### config.mk
export PLATFORM = sky130hd
export DESIGN_NAME = updater_flat
export DESIGN_NICKNAME = d
export VERILOG_FILES = /design/src/rtl/octree_pkg.sv /design/src/rtl/updater_if.sv /design/src/rtl/updater_addr_gen.sv /design/src/rtl/updater.sv /design/src/flat_wrapper.sv
export SDC_FILE = /design/constraint.sdc
export NUM_CORES = 1
export LEC_CHECK = 0
export ABC_AREA = 0
export CAP_MARGIN = 20
export CORE_ASPECT_RATIO = 0.75
export CORE_UTILIZATION = 45
export CTS_CLUSTER_SIZE = 16
export DETAILED_ROUTE_END_ITERATION = 6
export HOLD_SLACK_MARGIN = 0.08
export PLACE_DENSITY = 0.74
export SLEW_MARGIN = 25
export SYNTH_ARGS = -nofsm -noshare
export SYNTH_HDL_FRONTEND = slang
export SYNTH_HIERARCHICAL = 1
export SYNTH_SLANG_ARGS = --single-unit
### constraint.sdc
create_clock -name clk -period 65.4 [get_ports clk]
set_input_delay 13.08 -clock clk [delete_from_list [all_inputs] [get_ports clk]]
set_output_delay 13.08 -clock clk [all_outputs]
set_load 0.02 [all_outputs]
### src/rtl/octree_pkg.sv
// Shared octree parameters, derived memory map, FSM state encoding and child-index helper.
package octree_pkg;
    localparam int DIMENTION          = 3;
    localparam int DATA_WIDTH         = 16;
    localparam int CONTROL_WIDTH      = 3;
    localparam int SELECT_WIDTH       = 2;
    localparam int DATA_BUS_WIDTH     = 64;
    localparam int ADDR_BUS_WIDTH     = 64;
    localparam int FEATURE_LENTH      = 9;
    localparam int CHILDREN_NUM       = 8;
    localparam int LOG_CHILD_NUM      = 3;
    localparam int TREE_LEVEL         = 5;
    localparam int LOG_TREE_LEVEL     = 3;
    localparam int TREE_ADDR_START    = 4;
    localparam int FEATURE_START_ADDR = 4;
    localparam int ENCODE_ADDR_WIDTH  = LOG_CHILD_NUM * TREE_LEVEL + LOG_TREE_LEVEL;
    localparam int NODE_NUM           = (CHILDREN_NUM ** TREE_LEVEL - 1) / (CHILDREN_NUM - 1);
    localparam int FEATURE_BASE       = TREE_ADDR_START + NODE_NUM + FEATURE_START_ADDR;
    localparam int IDX_WIDTH          = 16;
    localparam int CNT_WIDTH          = $clog2(FEATURE_LENTH);

    typedef logic [IDX_WIDTH-1:0] idx_t;

    typedef enum logic [3:0] {
        IDLE, ADD_CAP, ADD_RD, ADD_WR, FEAT_WR, DEL_CLR, DEL_RD, DEL_WR, DONE
    } state_e;

    // Breadth-first numbering: child c of node i is 8i+1+c.
    function automatic idx_t child_index(input idx_t parent, input logic [LOG_CHILD_NUM-1:0] c);
        return (parent << LOG_CHILD_NUM) + idx_t'(c) + idx_t'(1);
    endfunction
endpackage

### src/rtl/updater_if.sv
// Command strobes, feature stream and single-port SRAM bus of the anchor updater.
interface updater_if;
    import octree_pkg::*;

    logic                         add_anchor;
    logic                         del_anchor;
    logic                         add_done;
    logic                         del_done;
    logic [ENCODE_ADDR_WIDTH-1:0] pos_encode;
    logic [DATA_BUS_WIDTH-1:0]    feature_in;
    logic                         mem_sram_CEN;
    logic                         mem_sram_GWEN;
    logic [ADDR_BUS_WIDTH-1:0]    mem_sram_A;
    logic [DATA_BUS_WIDTH-1:0]    mem_sram_D;
    logic [DATA_BUS_WIDTH-1:0]    mem_sram_Q;

    modport master (
        output add_anchor, del_anchor, pos_encode, feature_in,
        input  add_done, del_done, mem_sram_CEN, mem_sram_GWEN, mem_sram_A, mem_sram_D, mem_sram_Q
    );

    modport slave (
        input  add_anchor, del_anchor, pos_encode, feature_in, mem_sram_Q,
        output add_done, del_done, mem_sram_CEN, mem_sram_GWEN, mem_sram_A, mem_sram_D
    );
endinterface

### src/rtl/updater_addr_gen.sv
// Decodes a node path into per-level bitmap addresses and the node's feature base address.
module updater_addr_gen
    import octree_pkg::*;
(
    input  logic [ENCODE_ADDR_WIDTH-1:0] pos_i,
    output logic [LOG_TREE_LEVEL-1:0]    level_o,
    output logic [LOG_CHILD_NUM-1:0]     digit_o    [TREE_LEVEL],
    output logic [ADDR_BUS_WIDTH-1:0]    bmp_addr_o [TREE_LEVEL],
    output logic [ADDR_BUS_WIDTH-1:0]    feat_addr_o
);
    idx_t node_idx;

    assign level_o = pos_i[ENCODE_ADDR_WIDTH-1 -: LOG_TREE_LEVEL];

    for (genvar j = 0; j < TREE_LEVEL; j++) begin : g_digit
        assign digit_o[j] = pos_i[ENCODE_ADDR_WIDTH-LOG_TREE_LEVEL-1-j*LOG_CHILD_NUM -: LOG_CHILD_NUM];
    end

    // Walk root-down; entry j is the ancestor at level j, entry L the node itself.
    always_comb begin
        idx_t cur;
        cur      = '0;
        node_idx = '0;
        for (int j = 0; j < TREE_LEVEL; j++) begin
            bmp_addr_o[j] = ADDR_BUS_WIDTH'(TREE_ADDR_START) + ADDR_BUS_WIDTH'(cur);
            if (LOG_TREE_LEVEL'(j) == level_o) begin
                node_idx = cur;
            end
            cur = child_index(cur, digit_o[j]);
        end
    end

    assign feat_addr_o = ADDR_BUS_WIDTH'(FEATURE_BASE)
                       + ADDR_BUS_WIDTH'(node_idx) * ADDR_BUS_WIDTH'(FEATURE_LENTH);
endmodule

### src/rtl/updater.sv
// Octree anchor add/delete engine over a single-port SRAM; 2 cycles per bitmap level, commands only in IDLE.
// UPDATER_FEATURE_CLEAR_EN: delete also zeroes the node's feature words before completing.
module updater
    import octree_pkg::*;
(
    input  logic     clk,
    input  logic     rst_n,
    updater_if.slave bus
);
`ifdef UPDATER_FEATURE_CLEAR_EN
    localparam state_e DEL_END = FEAT_WR;
`else
    localparam state_e DEL_END = DONE;
`endif

    state_e                       state_q, state_d;
    logic [ENCODE_ADDR_WIDTH-1:0] pos_q, pos_d;
    logic                         del_q, del_d;
    logic [CNT_WIDTH-1:0]         cnt_q, cnt_d;
    logic [LOG_TREE_LEVEL-1:0]    lvl_q, lvl_d;
    logic [DATA_BUS_WIDTH-1:0]    stage_q;
    logic [DATA_BUS_WIDTH-1:0]    fbuf_q [FEATURE_LENTH];
    logic [DATA_BUS_WIDTH-1:0]    fbuf_d [FEATURE_LENTH];

    logic [LOG_TREE_LEVEL-1:0]    level;
    logic [LOG_CHILD_NUM-1:0]     digit    [TREE_LEVEL];
    logic [ADDR_BUS_WIDTH-1:0]    bmp_addr [TREE_LEVEL];
    logic [ADDR_BUS_WIDTH-1:0]    feat_addr;
    logic [CHILDREN_NUM-1:0]      lvl_bit;
    logic [CHILDREN_NUM-1:0]      del_mask;
    logic                         last_cnt;

    logic                         cen, gwen;
    logic [ADDR_BUS_WIDTH-1:0]    addr;
    logic [DATA_BUS_WIDTH-1:0]    wdat;

    updater_addr_gen u_addr_gen (
        .pos_i       (pos_q),
        .level_o     (level),
        .digit_o     (digit),
        .bmp_addr_o  (bmp_addr),
        .feat_addr_o (feat_addr)
    );

    assign lvl_bit  = CHILDREN_NUM'(1) << digit[lvl_q];
    assign del_mask = bus.mem_sram_Q[CHILDREN_NUM-1:0] & ~lvl_bit;
    assign last_cnt = cnt_q == CNT_WIDTH'(FEATURE_LENTH - 1);

    always_comb begin
        state_d = state_q;
        pos_d   = pos_q;
        del_d   = del_q;
        cnt_d   = cnt_q;
        lvl_d   = lvl_q;
        fbuf_d  = fbuf_q;
        cen     = 1'b1;
        gwen    = 1'b1;
        addr    = '0;
        wdat    = '0;
        case (state_q)
            IDLE: begin
                if (bus.add_anchor || bus.del_anchor) begin
                    pos_d = bus.pos_encode;
                    del_d = !bus.add_anchor;
                    cnt_d = '0;
                    lvl_d = '0;
                    if (bus.pos_encode[ENCODE_ADDR_WIDTH-1 -: LOG_TREE_LEVEL] >= LOG_TREE_LEVEL'(TREE_LEVEL)) begin
                        state_d = DONE;
                    end else begin
                        state_d = bus.add_anchor ? ADD_CAP : DEL_CLR;
                    end
                end
            end
            // stage_q lags feature_in by one cycle, so slot 0 holds the accept-cycle word.
            ADD_CAP: begin
                fbuf_d[cnt_q] = stage_q;
                if (last_cnt) begin
                    cnt_d   = '0;
                    state_d = (level == '0) ? FEAT_WR : ADD_RD;
                end else begin
                    cnt_d = cnt_q + CNT_WIDTH'(1);
                end
            end
            ADD_RD: begin
                cen     = 1'b0;
                addr    = bmp_addr[lvl_q];
                state_d = ADD_WR;
            end
            ADD_WR: begin
                cen  = 1'b0;
                gwen = 1'b0;
                addr = bmp_addr[lvl_q];
                wdat = DATA_BUS_WIDTH'(bus.mem_sram_Q[CHILDREN_NUM-1:0] | lvl_bit);
                if (lvl_q == level - LOG_TREE_LEVEL'(1)) begin
                    state_d = FEAT_WR;
                end else begin
                    lvl_d   = lvl_q + LOG_TREE_LEVEL'(1);
                    state_d = ADD_RD;
                end
            end
            FEAT_WR: begin
                cen  = 1'b0;
                gwen = 1'b0;
                addr = feat_addr + ADDR_BUS_WIDTH'(cnt_q);
                wdat = del_q ? '0 : fbuf_q[cnt_q];
                if (last_cnt) begin
                    state_d = DONE;
                end else begin
                    cnt_d = cnt_q + CNT_WIDTH'(1);
                end
            end
            DEL_CLR: begin
                cen   = 1'b0;
                gwen  = 1'b0;
                addr  = bmp_addr[level];
                cnt_d = '0;
                if (level == '0) begin
                    state_d = DEL_END;
                end else begin
                    lvl_d   = level - LOG_TREE_LEVEL'(1);
                    state_d = DEL_RD;
                end
            end
            DEL_RD: begin
                cen     = 1'b0;
                addr    = bmp_addr[lvl_q];
                state_d = DEL_WR;
            end
            // An emptied non-root parent is pruned by climbing one more level.
            DEL_WR: begin
                cen  = 1'b0;
                gwen = 1'b0;
                addr = bmp_addr[lvl_q];
                wdat = DATA_BUS_WIDTH'(del_mask);
                if (del_mask == '0 && lvl_q != '0) begin
                    lvl_d   = lvl_q - LOG_TREE_LEVEL'(1);
                    state_d = DEL_RD;
                end else begin
                    state_d = DEL_END;
                end
            end
            DONE:    state_d = IDLE;
            default: state_d = IDLE;
        endcase
    end

    always_ff @(posedge clk or posedge rst_n) begin
        if (rst_n) begin
            state_q <= IDLE;
            pos_q   <= '0;
            del_q   <= 1'b0;
            cnt_q   <= '0;
            lvl_q   <= '0;
            stage_q <= '0;
            fbuf_q  <= '{default: '0};
        end else begin
            state_q <= state_d;
            pos_q   <= pos_d;
            del_q   <= del_d;
            cnt_q   <= cnt_d;
            lvl_q   <= lvl_d;
            stage_q <= bus.feature_in;
            fbuf_q  <= fbuf_d;
        end
    end

    assign bus.add_done      = (state_q == DONE) && !del_q;
    assign bus.del_done      = (state_q == DONE) && del_q;
    assign bus.mem_sram_CEN  = cen;
    assign bus.mem_sram_GWEN = gwen;
    assign bus.mem_sram_A    = addr;
    assign bus.mem_sram_D    = wdat;
endmodule

### src/flat_wrapper.sv
// flat-port wrapper written by rule: the top's interface ports become plain ports
module updater_flat import octree_pkg::*;
  (clk, rst_n, bus_add_anchor, bus_del_anchor, bus_pos_encode, bus_feature_in, bus_mem_sram_Q, bus_add_done, bus_del_done, bus_mem_sram_CEN, bus_mem_sram_GWEN, bus_mem_sram_A, bus_mem_sram_D);
  updater_if bus_i ();
  input  logic clk;
  input  logic rst_n;
  input wire logic [$bits(bus_i.add_anchor)-1:0] bus_add_anchor;
  input wire logic [$bits(bus_i.del_anchor)-1:0] bus_del_anchor;
  input wire logic [$bits(bus_i.pos_encode)-1:0] bus_pos_encode;
  input wire logic [$bits(bus_i.feature_in)-1:0] bus_feature_in;
  input wire logic [$bits(bus_i.mem_sram_Q)-1:0] bus_mem_sram_Q;
  output wire logic [$bits(bus_i.add_done)-1:0] bus_add_done;
  output wire logic [$bits(bus_i.del_done)-1:0] bus_del_done;
  output wire logic [$bits(bus_i.mem_sram_CEN)-1:0] bus_mem_sram_CEN;
  output wire logic [$bits(bus_i.mem_sram_GWEN)-1:0] bus_mem_sram_GWEN;
  output wire logic [$bits(bus_i.mem_sram_A)-1:0] bus_mem_sram_A;
  output wire logic [$bits(bus_i.mem_sram_D)-1:0] bus_mem_sram_D;
  assign bus_i.add_anchor = bus_add_anchor;
  assign bus_i.del_anchor = bus_del_anchor;
  assign bus_i.pos_encode = bus_pos_encode;
  assign bus_i.feature_in = bus_feature_in;
  assign bus_i.mem_sram_Q = bus_mem_sram_Q;
  assign bus_add_done = bus_i.add_done;
  assign bus_del_done = bus_i.del_done;
  assign bus_mem_sram_CEN = bus_i.mem_sram_CEN;
  assign bus_mem_sram_GWEN = bus_i.mem_sram_GWEN;
  assign bus_mem_sram_A = bus_i.mem_sram_A;
  assign bus_mem_sram_D = bus_i.mem_sram_D;
  updater u_core (.clk(clk), .rst_n(rst_n), .bus(bus_i));
endmodule
Word level (Yosys, flattened, before mapping). Index checks and enable logic that the tools add are counted.

Bits in read-only memories: 0. RAM bits: 0. Bits of input ports: 150. Memories kept: 0. Output and inout port bits: 132. Latch bits: 0. Logic and storage cells: 129. Register bits after elaboration: 670.

Bitwise gates (word level): 6. Shifts and indexed selects: 1. Order comparisons: 5. Multiply operators: 1. Reduce and logical (&&, ||, !) cells: 20. Multiplexer cells: 43. Equality and inequality tests: 21. $add $sub $neg: 17. Div/mod/pow operators: 0.

Operators with widths (count): 576-bit bitwise mux (1); 64-bit two-way mux (8); 64-bit binary-select mux with 3-bit select (2); 64-bit one-hot mux with 3 select lines (2); 64-bit binary-select mux with 4-bit select (1); 64-bit demux with 4-bit select (1); 4-bit two-way mux (10); 4-bit one-hot mux with 8 select lines (1); 3-bit two-way mux (9); 21-bit by 4-bit adder with 22-bit output (1); 13-bit by 20-bit adder with 21-bit output, first input constant (1); 16-bit by 4-bit multiplier with 20-bit output, second input constant (1); 3-bit by 16-bit adder with 17-bit output, first input constant (1); 16-bit by 1-bit adder with 16-bit output, second input constant (1); 16-bit by 3-bit adder with 16-bit output (1); 4-bit by 3-bit equality test with 1-bit output, second input constant (4); 16-bit two-way mux (1); 4-bit one-hot mux with 4 select lines (1); 3-bit by 14-bit adder with 15-bit output, first input constant (1); 13-bit by 1-bit adder with 14-bit output, second input constant (1); 14-bit two-way mux (1); 12-bit by 3-bit adder with 13-bit output (1); 3-bit one-hot mux with 4 select lines (1); 3-bit by 9-bit adder with 10-bit output, first input constant (1); 42 further kinds (61).

Longest topological paths before layout.
Word-level depth: 12. Gate-level depth with buffers: 28. Gate-level depth less buffers: 27.

Modules after synthesis. Netlist, hierarchy kept.

Modules (own cells, without submodules): updater (instances 1, area an instance 36049.6 µm², sequential area each 16766.1 µm², cells an instance 2879); updater_addr_gen (instances 1, area an instance 4984.8 µm², sequential area each 0.0 µm², cells an instance 654).

Worst setup path before layout. OpenSTA, ideal clock, no wires.

Kind: input -> output. Start point: input port bus_mem_sram_Q[0]. End point: output port bus_mem_sram_D[0]. Stages on the path: 3. Path buffers: 0. Data required time: 52.320 ns. Arrival: 13.604 ns. Setup slack: 38.716 ns. Cells stage by stage: o31ai_1 o31a_1 o22ai_1.

Word-level cells in the longest chain between the ends: 2. Elaborated cells between the ends (all ways): 3. Those cells by class: 1 x mux; 2 x bitwise.

RTL lines: start, declared (line flat_wrapper.sv:11) `input wire logic [$bits(bus_i.mem_sram_Q)-1:0] bus_mem_sram_Q;`; 8-bit bitwise AND or 8-bit OR (tied branches) (line updater.sv:46, updater.sv:93); 64-bit one-hot mux with 3 select lines * (line updater.sv:60) `case (state_q)`; end, declared (line flat_wrapper.sv:17) `output wire logic [$bits(bus_i.mem_sram_D)-1:0] bus_mem_sram_D;`.

Every way passes the cells marked *; elsewhere a longest branch is shown, timed or not.

Worst setup path after layout. Ends and elaborated chain as after synthesis.

==> run metrics <==
status=complete, no violations; Cell Rows=95; Least-Margin Pin Slew=1.13 ns; Period Utilization, post-route=42.7%; CP delay by family, top=buffers and inverters; Clk network pwr share=19.6%; synthesis-to-layout area growth=9.03%; sequential element share of the synthesized area=40.9%; GR Overflow Total=0; hpwl dp=63.9 mm; WS Path Type=in2out; part of the power in registers=32.6%; Die X=351 um; CTS Buf Count=66; Int Pwr=1.17 mW; total clock sinks=670; achievable clock frequency=35.9 MHz; combinational power share=47.8%; post-cts sizing count=0; Setup crit end kind=primary output; WL final=106 mm; WHS Path Cells=1; first-pass GRT wire length=164 mm; height of the die=264 um; hold_buf cts=0; die area=92400 sq um; min cycle time layout=27.89 ns; Max-Cap Viols=0; Buf+Inv Stages, Crit Path=2; final setup TNS=0 ns; Placeable Area=90000 sq um; RSZ-0062 raised after global routing=false; synthesized area=41000 sq um; Max Slew Vio Count=0; I/O pin count=282; Synth Instances=3533; Initial DRC Count=2327; most used flip-flop cell after synthesis=dfrtp_1; # nets final=3764; initial cell density of the core=45.6%; Crit Path Max Fanout=2; Fillers=7847; Crit. path cell count=5; EDFF count, synth=0; H-Tree Level Count=3; VDD IR-drop max=0.0255 mV; wire length per cell=21.9 um; Mapped Avg Cell Area=11.6 sq um; layout cells sized above 1=26.2%; Post-DRT Antenna Nets=0; Worst EP required=52.32 ns; CTS tree=done; critical path, cell by cell=clkdlybuf4s50_1 > o31ai_1 > o31a_1 > o22ai_1 > clkdlybuf4s50_1; # setup viols final=0; DR vias/cell=5.82; post-CTS setup buffer count=0; Max stage delay on crit path=0.68 ns; worst-skew pair later-pin latency=0.61 ns; path depth of the worst reg2reg path=9; Port-buffer cells=181; synth warn=6; crit path launch=bus_mem_sram_Q[0]; Reg clk slew, reported paths=0.06 ns; Synth async-reset ratio=100%; Power Dens Cells=43.3 nW/um^2; CTS Root Cell=clkbuf_16; Yosys reg bits=670; Power Total=1.94 mW; Fin. Hold Viols=0; reg-to-reg startpoint=u_core/lvl_q[0]$_DFFE_PP0P_; CP dominant cell by count=clkdlybuf4s50_1; first-pass iteration count of the detailed router=5; Layout Skew=0.0175 ns; P_sw=770 uW; Leak=19.5 nW; min-delay worst type=reg2reg; arrival time worst endpoint=14.81 ns; Synth cell types=86; All-Layer GR Usage=22.8%; Remaining DRCs=0; via count=28075; startpoint class of the critical path=input port; worst min-delay path startpoint=u_core/fbuf_q[323]$_DFFE_PP0P_; slew margin rel.=23.8%; Sw Ratio=39.7%; slowest stage cell, crit path=clkdlybuf4s50_1; pin count of the biggest net entering global routing=136; vias in the first global route=27842; Bufs on Longest Clock Path=3; GP Congestion=0.928; initial antenna violation count=11
area by class of cell:
type / instances / area, sq um / share of cell area, %
multi-input combinational: 2512 / 21800 / 48.7
sequential: 670 / 16800 / 37.5
inverter: 86 / 330 / 0.738
clock inverter: 20 / 210 / 0.470
antenna: 4 / 10.0 / 0.0224
timing repair buffer: 227 / 2170 / 4.86
clock buffer: 96 / 1940 / 4.33
tap: 1212 / 1520 / 3.39
cells by family after synthesis:
| family | Yosys count | synth area share (%) |
|---|---|---|
| flip-flops | 670 | 40.9 |
| AND/OR/NAND/NOR | 508 | 6.46 |
| other | 2 | 0.0183 |
| multiplexers | 925 | 28.5 |
| AO/OA/AOI/OAI | 577 | 10.1 |
| buffers and inverters | 674 | 9.39 |
| XOR/XNOR | 126 | 2.84 |
| adder cells (fa/ha/maj) | 51 | 1.74 |
power by group through the flow:
stage	registers, mW	logic (mW)	clock network (mW)
after floorplan	0.591	0.743	0
after global placement	0.630	0.881	0
after detailed placement	0.638	0.897	0
after CTS	0.632	0.903	0.388
after global routing	0.650	0.996	0.405
final	0.632	0.926	0.380
worst paths after layout:
path / to / slack [ns]
max: bus_mem_sram_D[0] / 37.51
min: u_core/fbuf_q[323]$_DFFE_PP0P_ / 0.50
max reg2reg: u_core/lvl_q[1]$_DFFE_PP0P_ / 60.87
min reg2reg: u_core/fbuf_q[323]$_DFFE_PP0P_ / 0.50
max in group asynchronous: u_core/fbuf_q[211]$_DFFE_PP0P_ / 49.53
min in group asynchronous: u_core/stage_q[55]$_DFF_PP0_ / 13.05
through the flow:
stage	utilization, %	cell area [sq um]	cells	worst slack, ns	hold slack, ns
6_report	49.7	44700	4827	37.51	0.501
5_1_grt	49.7	44700	4826	37.45	0.510
4_1_cts	49.7	44700	4823	37.50	0.500
3_5_place_dp	47.3	42600	4707	37.51	0.488
3_3_place_gp	47.3	42600	4707	37.47	0.483
2_1_floorplan	-	42200	3856	33.54	0.474
cells in the final DEF, fill, tap and decap left out, drive strengths merged, types with 5 or more instances in the layout:
cell	count
nand2b	10
o221ai	170
o31ai	5
o21ai	73
clkdlybuf4s50	181
o22ai	19
mux2	599
nand4	26
a21oi	97
o211ai	9
a31oi	20
o21bai	6
a32oi	9
xnor2	75
buf	46
nand3b	5
nor3	19
nor3b	5
xor2	51
clkinv	15
nor2b	43
o22a	5
conb	325
mux4	136
clkbuf	96
or2	6
a21o	6
nor2	71
nand3	45
dfrtp	670
and3	74
a22oi	129
and2	9
fa	10
nor4	7
inv	86
mux2i	190
nand2	165
ha	41
cell usage after synthesis, types with 5 or more instances:
cell type / count / share of area (%)
a21oi_1: 97 / 1.2
a21o_1: 6 / 0.11
buf_1: 40 / 0.37
and2_1: 8 / 0.12
mux2_2: 595 / 16
dfrtp_1: 670 / 41
o22a_1: 5 / 0.11
a31oi_1: 20 / 0.30
nor4_1: 7 / 0.11
or2_2: 5 / 0.076
nor3_1: 17 / 0.21
and3_1: 73 / 1.1
o221ai_1: 170 / 3.6
a22oi_1: 127 / 2.3
buf_4: 343 / 6.3
nor2b_1: 43 / 0.66
inv_1: 82 / 0.75
nor2_1: 71 / 0.65
nand3b_1: 5 / 0.091
ha_1: 41 / 1.3
buf_2: 9 / 0.11
nand2b_1: 10 / 0.15
o22ai_1: 18 / 0.27
fa_1: 10 / 0.49
mux4_2: 136 / 7.5
xor2_1: 48 / 1.0
o211ai_1: 9 / 0.16
mux2i_1: 190 / 4.6
o21bai_1: 6 / 0.11
nand3_1: 44 / 0.54
clkbuf_1: 193 / 1.8
nand4_1: 26 / 0.40
o21ai_0: 72 / 0.88
xnor2_1: 71 / 1.5
a32oi_1: 9 / 0.19
nand2_1: 165 / 1.5
sequential cells by signal, indices dropped and copies added, names as in the netlist:
| register | cells |
|---|---|
| u_core/state_q | 4 |
| u_core/lvl_q | 3 |
| u_core/fbuf_q | 576 |
| u_core/cnt_q | 4 |
| u_core/del_q | 1 |
| u_core/stage_q | 64 |
| u_core/pos_q | 18 |
routing by layer:
metal / routed length (um) / vias to the layer above / GRT usage, %
met5: 64 / - / 0
met3: 7900 / 186 / 5.31
met1: 47800 / 14414 / 32.9
li1: - / 12552 / -
met2: 47100 / 913 / 33.9
met4: 2760 / 10 / 6.98
Power figures use the tool's default switching activity.
